**config.mk**
```make
export PLATFORM = sky130hd
export DESIGN_NAME = uart_cmd_host
export DESIGN_NICKNAME = d
export VERILOG_FILES = /design/src/rtl/uart_cmd_host.sv
export SDC_FILE = /design/constraint.sdc
export NUM_CORES = 1
export LEC_CHECK = 0
export ABC_AREA = 1
export CAP_MARGIN = 20
export CORE_UTILIZATION = 51
export CTS_BUF_LIST = sky130_fd_sc_hd__clkbuf_4
export CTS_CLUSTER_SIZE = 30
export DETAILED_ROUTE_END_ITERATION = 10
export PLACE_DENSITY = 0.87
export SLEW_MARGIN = 20
export SYNTH_ARGS = -nofsm -noshare
export SYNTH_HDL_FRONTEND = slang
export SYNTH_SLANG_ARGS = --single-unit
```
**constraint.sdc**
```tcl
create_clock -name clk -period 3.29 [get_ports clk]
set_input_delay 0.658 -clock clk [delete_from_list [all_inputs] [get_ports clk]]
set_output_delay 0.658 -clock clk [all_outputs]
set_load 0.01 [all_outputs]
```
**src/rtl/uart_cmd_host.sv**
```systemverilog
// uart_cmd_host: host-side initiator for the UART memory-access protocol.
// Encodes one read or write transaction as a command byte
// {count[2:0], base_addr[3:0], rw} plus optional write data bytes and pushes
// them into the transmit FIFO. For reads it pops the returned bytes from the
// receive FIFO and presents each one tagged with its memory address.
//
// Optional feature macro: CMD_HOST_TIMEOUT_EN. When defined, a read aborts
// after RSP_TIMEOUT consecutive empty-receive-FIFO cycles. When undefined,
// a read waits for its bytes indefinitely and timeout is always 0.
//
// Ports:
//   clk, rst_n                 clock, asynchronous active-low reset
//   start, rw, base_addr, count  transaction request (sampled in IDLE only)
//   wdata, wdata_valid, wdata_rd show-ahead host write buffer interface
//   tx_full, tx_wr, tx_data    transmit FIFO write side
//   rx_empty, rx_rd, rx_data   receive FIFO read side (data valid the cycle after rx_rd)
//   rdata, rdata_addr, rdata_valid  returned read byte and its address (1-cycle strobe)
//   busy, done, timeout        status: busy outside IDLE, done/timeout one-cycle pulses
module uart_cmd_host #(
  parameter int unsigned RSP_TIMEOUT = 1023
) (
  input  logic       clk,
  input  logic       rst_n,
  input  logic       start,
  input  logic       rw,
  input  logic [3:0] base_addr,
  input  logic [2:0] count,
  input  logic [7:0] wdata,
  input  logic       wdata_valid,
  output logic       wdata_rd,
  input  logic       tx_full,
  output logic       tx_wr,
  output logic [7:0] tx_data,
  input  logic       rx_empty,
  output logic       rx_rd,
  input  logic [7:0] rx_data,
  output logic [7:0] rdata,
  output logic [3:0] rdata_addr,
  output logic       rdata_valid,
  output logic       busy,
  output logic       done,
  output logic       timeout
);

  typedef enum logic [2:0] {S_IDLE, S_CMD, S_WDATA, S_RDATA, S_DONE} state_t;

  state_t     state_q, state_d;
  logic       rw_q, rw_d;
  logic [3:0] base_q, base_d;
  logic [2:0] count_q, count_d;
  logic [2:0] issued_q, issued_d;     // bytes written (WDATA) or popped (RDATA)
  logic [2:0] captured_q, captured_d; // read bytes registered onto rdata
  logic       rd_pend_q, rd_pend_d;   // rx_data is valid this cycle
  logic [7:0] rdata_q, rdata_d;
  logic [3:0] rdata_addr_q, rdata_addr_d;
  logic       rdata_valid_q, rdata_valid_d;
  logic       done_q, done_d;
  logic       timeout_q, timeout_d;

`ifdef CMD_HOST_TIMEOUT_EN
  logic [15:0] tmo_q, tmo_d;
`else
  logic [15:0] unused_rsp_timeout;
  assign unused_rsp_timeout = 16'(RSP_TIMEOUT);
`endif

  // Flow-control strobes depend only on registered state and the FIFO flags,
  // so they are naturally 0 in IDLE and DONE.
  assign wdata_rd = (state_q == S_WDATA) && !tx_full && wdata_valid;
  assign tx_wr    = ((state_q == S_CMD) && !tx_full) || wdata_rd;
  assign tx_data  = (state_q == S_WDATA) ? wdata : {count_q, base_q, rw_q};
  assign rx_rd    = (state_q == S_RDATA) && !rx_empty && (issued_q != count_q);

  assign rdata       = rdata_q;
  assign rdata_addr  = rdata_addr_q;
  assign rdata_valid = rdata_valid_q;
  assign busy        = (state_q != S_IDLE);
  assign done        = done_q;
  assign timeout     = timeout_q;

  always_comb begin
    // NOTE: every _d gets a default up front so no path through the case
    // leaves a variable unassigned, which would otherwise infer a latch.
    state_d       = state_q;
    rw_d          = rw_q;
    base_d        = base_q;
    count_d       = count_q;
    issued_d      = issued_q;
    captured_d    = captured_q;
    rd_pend_d     = rx_rd;
    rdata_d       = rdata_q;
    rdata_addr_d  = rdata_addr_q;
    rdata_valid_d = rd_pend_q;
    timeout_d     = 1'b0;
`ifdef CMD_HOST_TIMEOUT_EN
    tmo_d         = tmo_q;
`endif

    // Capture runs regardless of state so a byte popped just before an
    // abort is still delivered.
    if (rd_pend_q) begin
      rdata_d      = rx_data;
      rdata_addr_d = base_q + {1'b0, captured_q};
      captured_d   = captured_q + 3'd1;
    end

    case (state_q)
      S_IDLE: begin
        if (start) begin
          state_d    = S_CMD;
          rw_d       = rw;
          base_d     = base_addr;
          count_d    = count;
          issued_d   = 3'd0;
          captured_d = 3'd0;
`ifdef CMD_HOST_TIMEOUT_EN
          tmo_d      = 16'd0;
`endif
        end
      end
      S_CMD: begin
        if (!tx_full) begin
          if (count_q == 3'd0) begin
            state_d = S_DONE;
          end else if (rw_q) begin
            state_d = S_RDATA;
`ifdef CMD_HOST_TIMEOUT_EN
            tmo_d   = 16'd0;
`endif
          end else begin
            state_d = S_WDATA;
          end
        end
      end
      S_WDATA: begin
        if (wdata_rd) begin
          issued_d = issued_q + 3'd1;
          if (issued_d == count_q) state_d = S_DONE;
        end
      end
      S_RDATA: begin
        if (rx_rd) issued_d = issued_q + 3'd1;
        if (rd_pend_q && (captured_d == count_q)) begin
          state_d = S_DONE;
        end
`ifdef CMD_HOST_TIMEOUT_EN
        else begin
          if (rx_rd)         tmo_d = 16'd0;
          else if (rx_empty) tmo_d = tmo_q + 16'd1;
          if (tmo_d == 16'(RSP_TIMEOUT)) begin
            state_d   = S_DONE;
            timeout_d = 1'b1;
          end
        end
`endif
      end
      S_DONE:  state_d = S_IDLE;
      default: state_d = S_IDLE;
    endcase

    done_d = (state_d == S_DONE);
  end

  // NOTE: sequential state uses non-blocking assignments only, so every flop
  // samples the pre-edge value of the others regardless of statement order.
  always_ff @(posedge clk or negedge rst_n) begin
    if (!rst_n) begin
      state_q       <= S_IDLE;
      rw_q          <= 1'b0;
      base_q        <= 4'd0;
      count_q       <= 3'd0;
      issued_q      <= 3'd0;
      captured_q    <= 3'd0;
      rd_pend_q     <= 1'b0;
      rdata_q       <= 8'd0;
      rdata_addr_q  <= 4'd0;
      rdata_valid_q <= 1'b0;
      done_q        <= 1'b0;
      timeout_q     <= 1'b0;
`ifdef CMD_HOST_TIMEOUT_EN
      tmo_q         <= 16'd0;
`endif
    end else begin
      state_q       <= state_d;
      rw_q          <= rw_d;
      base_q        <= base_d;
      count_q       <= count_d;
      issued_q      <= issued_d;
      captured_q    <= captured_d;
      rd_pend_q     <= rd_pend_d;
      rdata_q       <= rdata_d;
      rdata_addr_q  <= rdata_addr_d;
      rdata_valid_q <= rdata_valid_d;
      done_q        <= done_d;
      timeout_q     <= timeout_d;
`ifdef CMD_HOST_TIMEOUT_EN
      tmo_q         <= tmo_d;
`endif
    end
  end

endmodule

```
## Word-level counts from Yosys, hierarchy flattened

Index checks and enable logic that the tools add are counted.

- Output and inout port bits: 27
- Input bits: 30
- Register bits: 32

- Mux-type cells: 16
- Add/sub/neg operators: 3
- Reduce and logical (&&, ||, !) cells: 15
- Eq/ne operators: 10

Operators by type and width:

| operator | number |
|---|---|
| $mux 3 | 12 |
| $pmux 3 s4 | 1 |
| $pmux 3 s3 | 1 |
| $mux 8 | 1 |
| $add 3x1->3 const B | 2 |
| $eq 3x2->1 const B | 2 |
| $eq 3x3->1 | 2 |
| $logic_and 1x1->1 | 6 |
| $logic_not 3->1 | 2 |
| $ne 2x2->1 const B | 3 |
| $reduce_bool 3->1 | 2 |
| $add 4x3->4 | 1 |
| $reduce_and 4->1 | 1 |
| $eq 3x1->1 const B | 1 |
| $eq 3x3->1 const B | 1 |
| $ne 3x3->1 | 1 |
| $logic_not 1->1 | 2 |
| $reduce_and 2->1 | 1 |
| $logic_or 1x1->1 | 1 |
| $mux 1 | 1 |

## Depth between registers and ports, before layout

- Depth after elaboration: 7
- Mapped depth: 9
- Depth with buffers taken out: 9

## Least setup slack after synthesis

OpenSTA, ideal clock, no wires.

- Path type: register -> output
- From: register state_q[0]
- To: output tx_data[5]
- Cell stages (with the launch flop): 7
- Arrival: 1.100 ns
- Slack: 1.532 ns
- Cell sequence: dfrtp_1 > nor2_4 > nand2_2 > clkinv_2 > buf_2 > nand2_1 > o21ai_0

- Longest elaborated chain between the ends: 2

RTL lines:

| what | line | text |
|---|---|---|
| start: declaration | 47 | `state_t state_q, state_d;` |
| start signal: assignment | 184 | `state_q <= state_d;` |
| $eq 3x2->1 | 71 | `assign tx_data = (state_q == S_WDATA) ? wdata : {count_q, base_q, rw_q};` |
| $mux 8 | 71 |  |
| end: declaration | 33 | `output logic [7:0] tx_data,` |

Every way passes these cells.

## Final worst setup path

- From: input tx_full
- To: output tx_wr

- Longest elaborated chain between the ends: 4
- Elaborated cells between the ends (all ways): 5
- Those cells by class: reduce/logical: 5

RTL lines:

| what | line | text |
|---|---|---|
| start: declaration | 31 | `input logic tx_full,` |
| $logic_not 1->1 * | - |  |
| $logic_and 1x1->1 (2 in a row) | 69 | `assign wdata_rd = (state_q == S_WDATA) && !tx_full && wdata_valid;` |
| $logic_or 1x1->1 * | 70 | `assign tx_wr = ((state_q == S_CMD) && !tx_full) \|\| wdata_rd;` |
| end: declaration | 32 | `output logic tx_wr,` |

Mark *: on every way between the ends. The rest lies on a longest branch, timed or not.

==> reports/results.tsv <==
metric	value	unit
drv_slew	0	
total_power	2.08	mW
syn_avg_cell_area	7.45	µm²
relSlewSlack	61.2	%
row_count	21	
power.internal	1.20	mW
cp_num_buf_inv	3	
status	finished clean	
synthCells	239	
start_util	53.4	%
finalCriticalPeriod	2.70	ns
clockBufferDepth	2	
synth-edff-count	0	
maxCapViolations	0	
grt_pass1_vias	1583	
grt_max_degree	33	
final_cell_count_no_fill	343	
cp.arrival	2.04	ns
crit_chain	clkdlybuf4s50_1 > inv_1 > nand4_2 > o21ai_0 > clkdlybuf4s50_1	
static-leakage-power	1.24	nW
timing.fmax	371	MHz
viasPerCell	4.78	
post_cts_resized	0	
ant_nets	0	
synth.most_common_cell	nand2_1	
area.growth.synth_to_final	35.7	%
final_nets	332	
n_antenna_cell	0	
hold_buffers	0	
grt.overflow.total	0	
dominantRegCellSynth	dfrtp_1	
postCtsSetupBuffers	0	
critPathTopFamily	buffers and inverters	
timing.critical_path.to_type	output port	
htreeDepth	2	
use_met1	31.9	%
holdCritPathClass	reg -> reg	
grt.busiest_layer	met2	
tightest_slew	0.582	ns
gp_congestion	0.885	
routedWlPerCell	10.7	µm
grt_first_pass_wirelength	6.55	mm
p_switching	0.876	mW
ios	57	
antenna_found_initial	0	
cts_tree	done	
finalClockSkew	0.00993	ns
dp_hpwl	2.89	mm
hold_viol_final	0	
die_h	61.1	µm
yosys.area_share.simple	33.4	%
switching_share	42.2	%
die_w	61.1	µm
fin_ws	0.594	ns
power_density	860	nW/µm²
grt_use_total	24.0	%
setup_violations	0	
r2r_slack	1.66	ns
numCtsBuffers	5	
rsz0062_at_grt	no	
synth_area	1780	µm²
p_seq_share	34.1	%
synth-compound-area-share	6.68	%
synth_top_family_by_area	simple AND/OR/NAND/NOR gates	
clk_latency	0.33	ns
synth_xor_area_share	1.48	%
drive_above_1_share	9.43	%
ys_ff_latch	32	
core_area	3340	µm²
post-route-drc-count	0	
irDropWorstVdd	0.460	mV
vias	1640	
finalInstanceArea	2420	µm²
clock-root-buffer	clkbuf_4	
first_pass_iters	4	
combPwrFrac	55.4	%
ys_seq_area_share	45.0	%
period_share	81.9	%
use_met3	5.25	%
async_flop_share	100	%
drtIter0Drc	81	
dpl.cell_count	335	
drt-total-wl	3.67	mm
yosys-top-cells-area	dfrtp_1 (45%), nand2_1 (21%), inv_1 (5.5%), ha_1 (3.5%), nand2_2 (3.2%)	
slowest_stage	clkdlybuf4s50_1	
synthMuxAreaShare	0	%
clock_sinks	32	
path_clk_slew	0.09	ns
synth_fp_nets	275	
post_dp_cell_area	2360	µm²
yosys.area_share.adder	4.64	%
cp-start-kind	primary input	
synthTopCellsByCount	nand2_1 (98), dfrtp_1 (32), inv_1 (26)	
post_synth_num_cell_types	28	
synth_warnings	0	
hold-worst-slack	0.477	ns
die_area	3730	µm²
utilization	72.4	%
path_class	in -> out	
synth_top_area_share	45.0	%
numPortBuffers	55	
grt_use_met2	39.3	%
fillerInstances	289	
synth_top_cell_by_area	dfrtp_1	
cp.required	2.63	ns
max_stage_delay	0.55	ns
clock_power_share	10.5	%
crit_top_cell	clkdlybuf4s50_1	
tns	0	ns
crit_fanout	4	
post-place-ws	0.609	ns
power by group through the flow:
stage               Clock [mW]  Sequential [mW]  Combinational [mW]
finish                   0.218            0.709                1.15
floorplan                    0            0.712               0.665
detailed placement           0            0.717                1.16
global route             0.240            0.733                1.32
CTS                      0.223            0.710                1.16
global placement             0            0.711                1.13
tightest hold or removal path, stage by stage (launching register included):
cell and delay, ns:
dfrtp_1 0.35, nand2_1 0.05, nand2_1 0.05
cell type report:
| cell class | count | area [µm²] | share of cell area, % |
|---|---|---|---|
| tap | 46 | 57.6 | 2.38 |
| clock buffer | 7 | 52.6 | 2.18 |
| sequential | 32 | 801 | 33.1 |
| multi-input combinational | 170 | 826 | 34.2 |
| timing repair buffer | 56 | 558 | 23.1 |
| clock inverter | 1 | 3.75 | 0.155 |
| inverter | 31 | 118 | 4.87 |
final timing paths:
path	start	end	cells past startpoint
setup / recovery	tx_full	tx_wr	5
hold / removal	rdata[4]	rdata[4]	2
setup reg to reg	rd_pend_q	state_q[1]	7
hold reg to reg	rdata[4]	rdata[4]	2
max in group asynchronous	rst_n	count_q[2]	2
min in group asynchronous	rst_n	rd_pend_q	2
cell families (layout without fill, tap and decap cells):
family	Yosys count	count (layout)
XOR/XNOR	3	3
flip-flops	32	32
adder cells (fa/ha/maj)	6	6
buffers and inverters	37	95
AO/OA/AOI/OAI	22	22
AND/OR/NAND/NOR	138	138
other	1	1
placed cells by master (no fill, tap or decap):
master / n
nand2_2: 9
ha_1: 5
nor3_1: 2
inv_2: 4
clkbuf_4: 7
nand3_2: 1
or2_1: 1
clkinv_1: 1
inv_1: 26
nand3b_1: 2
fa_1: 1
nor2_4: 2
nand3_1: 9
clkdlybuf4s50_1: 55
xor2_1: 3
buf_4: 1
nand2_1: 98
o21ai_1: 7
o21ai_0: 7
dfrtp_1: 32
nand4_2: 1
o21ai_2: 2
a31oi_1: 1
conb_1: 1
a21oi_1: 5
nor2_1: 13
clkinv_2: 1
state kept, by name (all words and copies together) (netlist names):
name / flops
done: 1
captured_q: 3
rdata_addr: 4
state_q: 3
rw_q: 1
issued_q: 3
rdata: 8
rd_pend_q: 1
rdata_valid: 1
base_q: 4
count_q: 3
routing by layer:
| metal | share of wire [%] | vias up |
|---|---|---|
| met1 | 47 | 749 |
| met5 | 0 | - |
| met2 | 48 | 36 |
| met4 | 1.7 | 0 |
| li1 | - | 847 |
| met3 | 3.7 | 8 |
(Power assumes the default switching activity.)
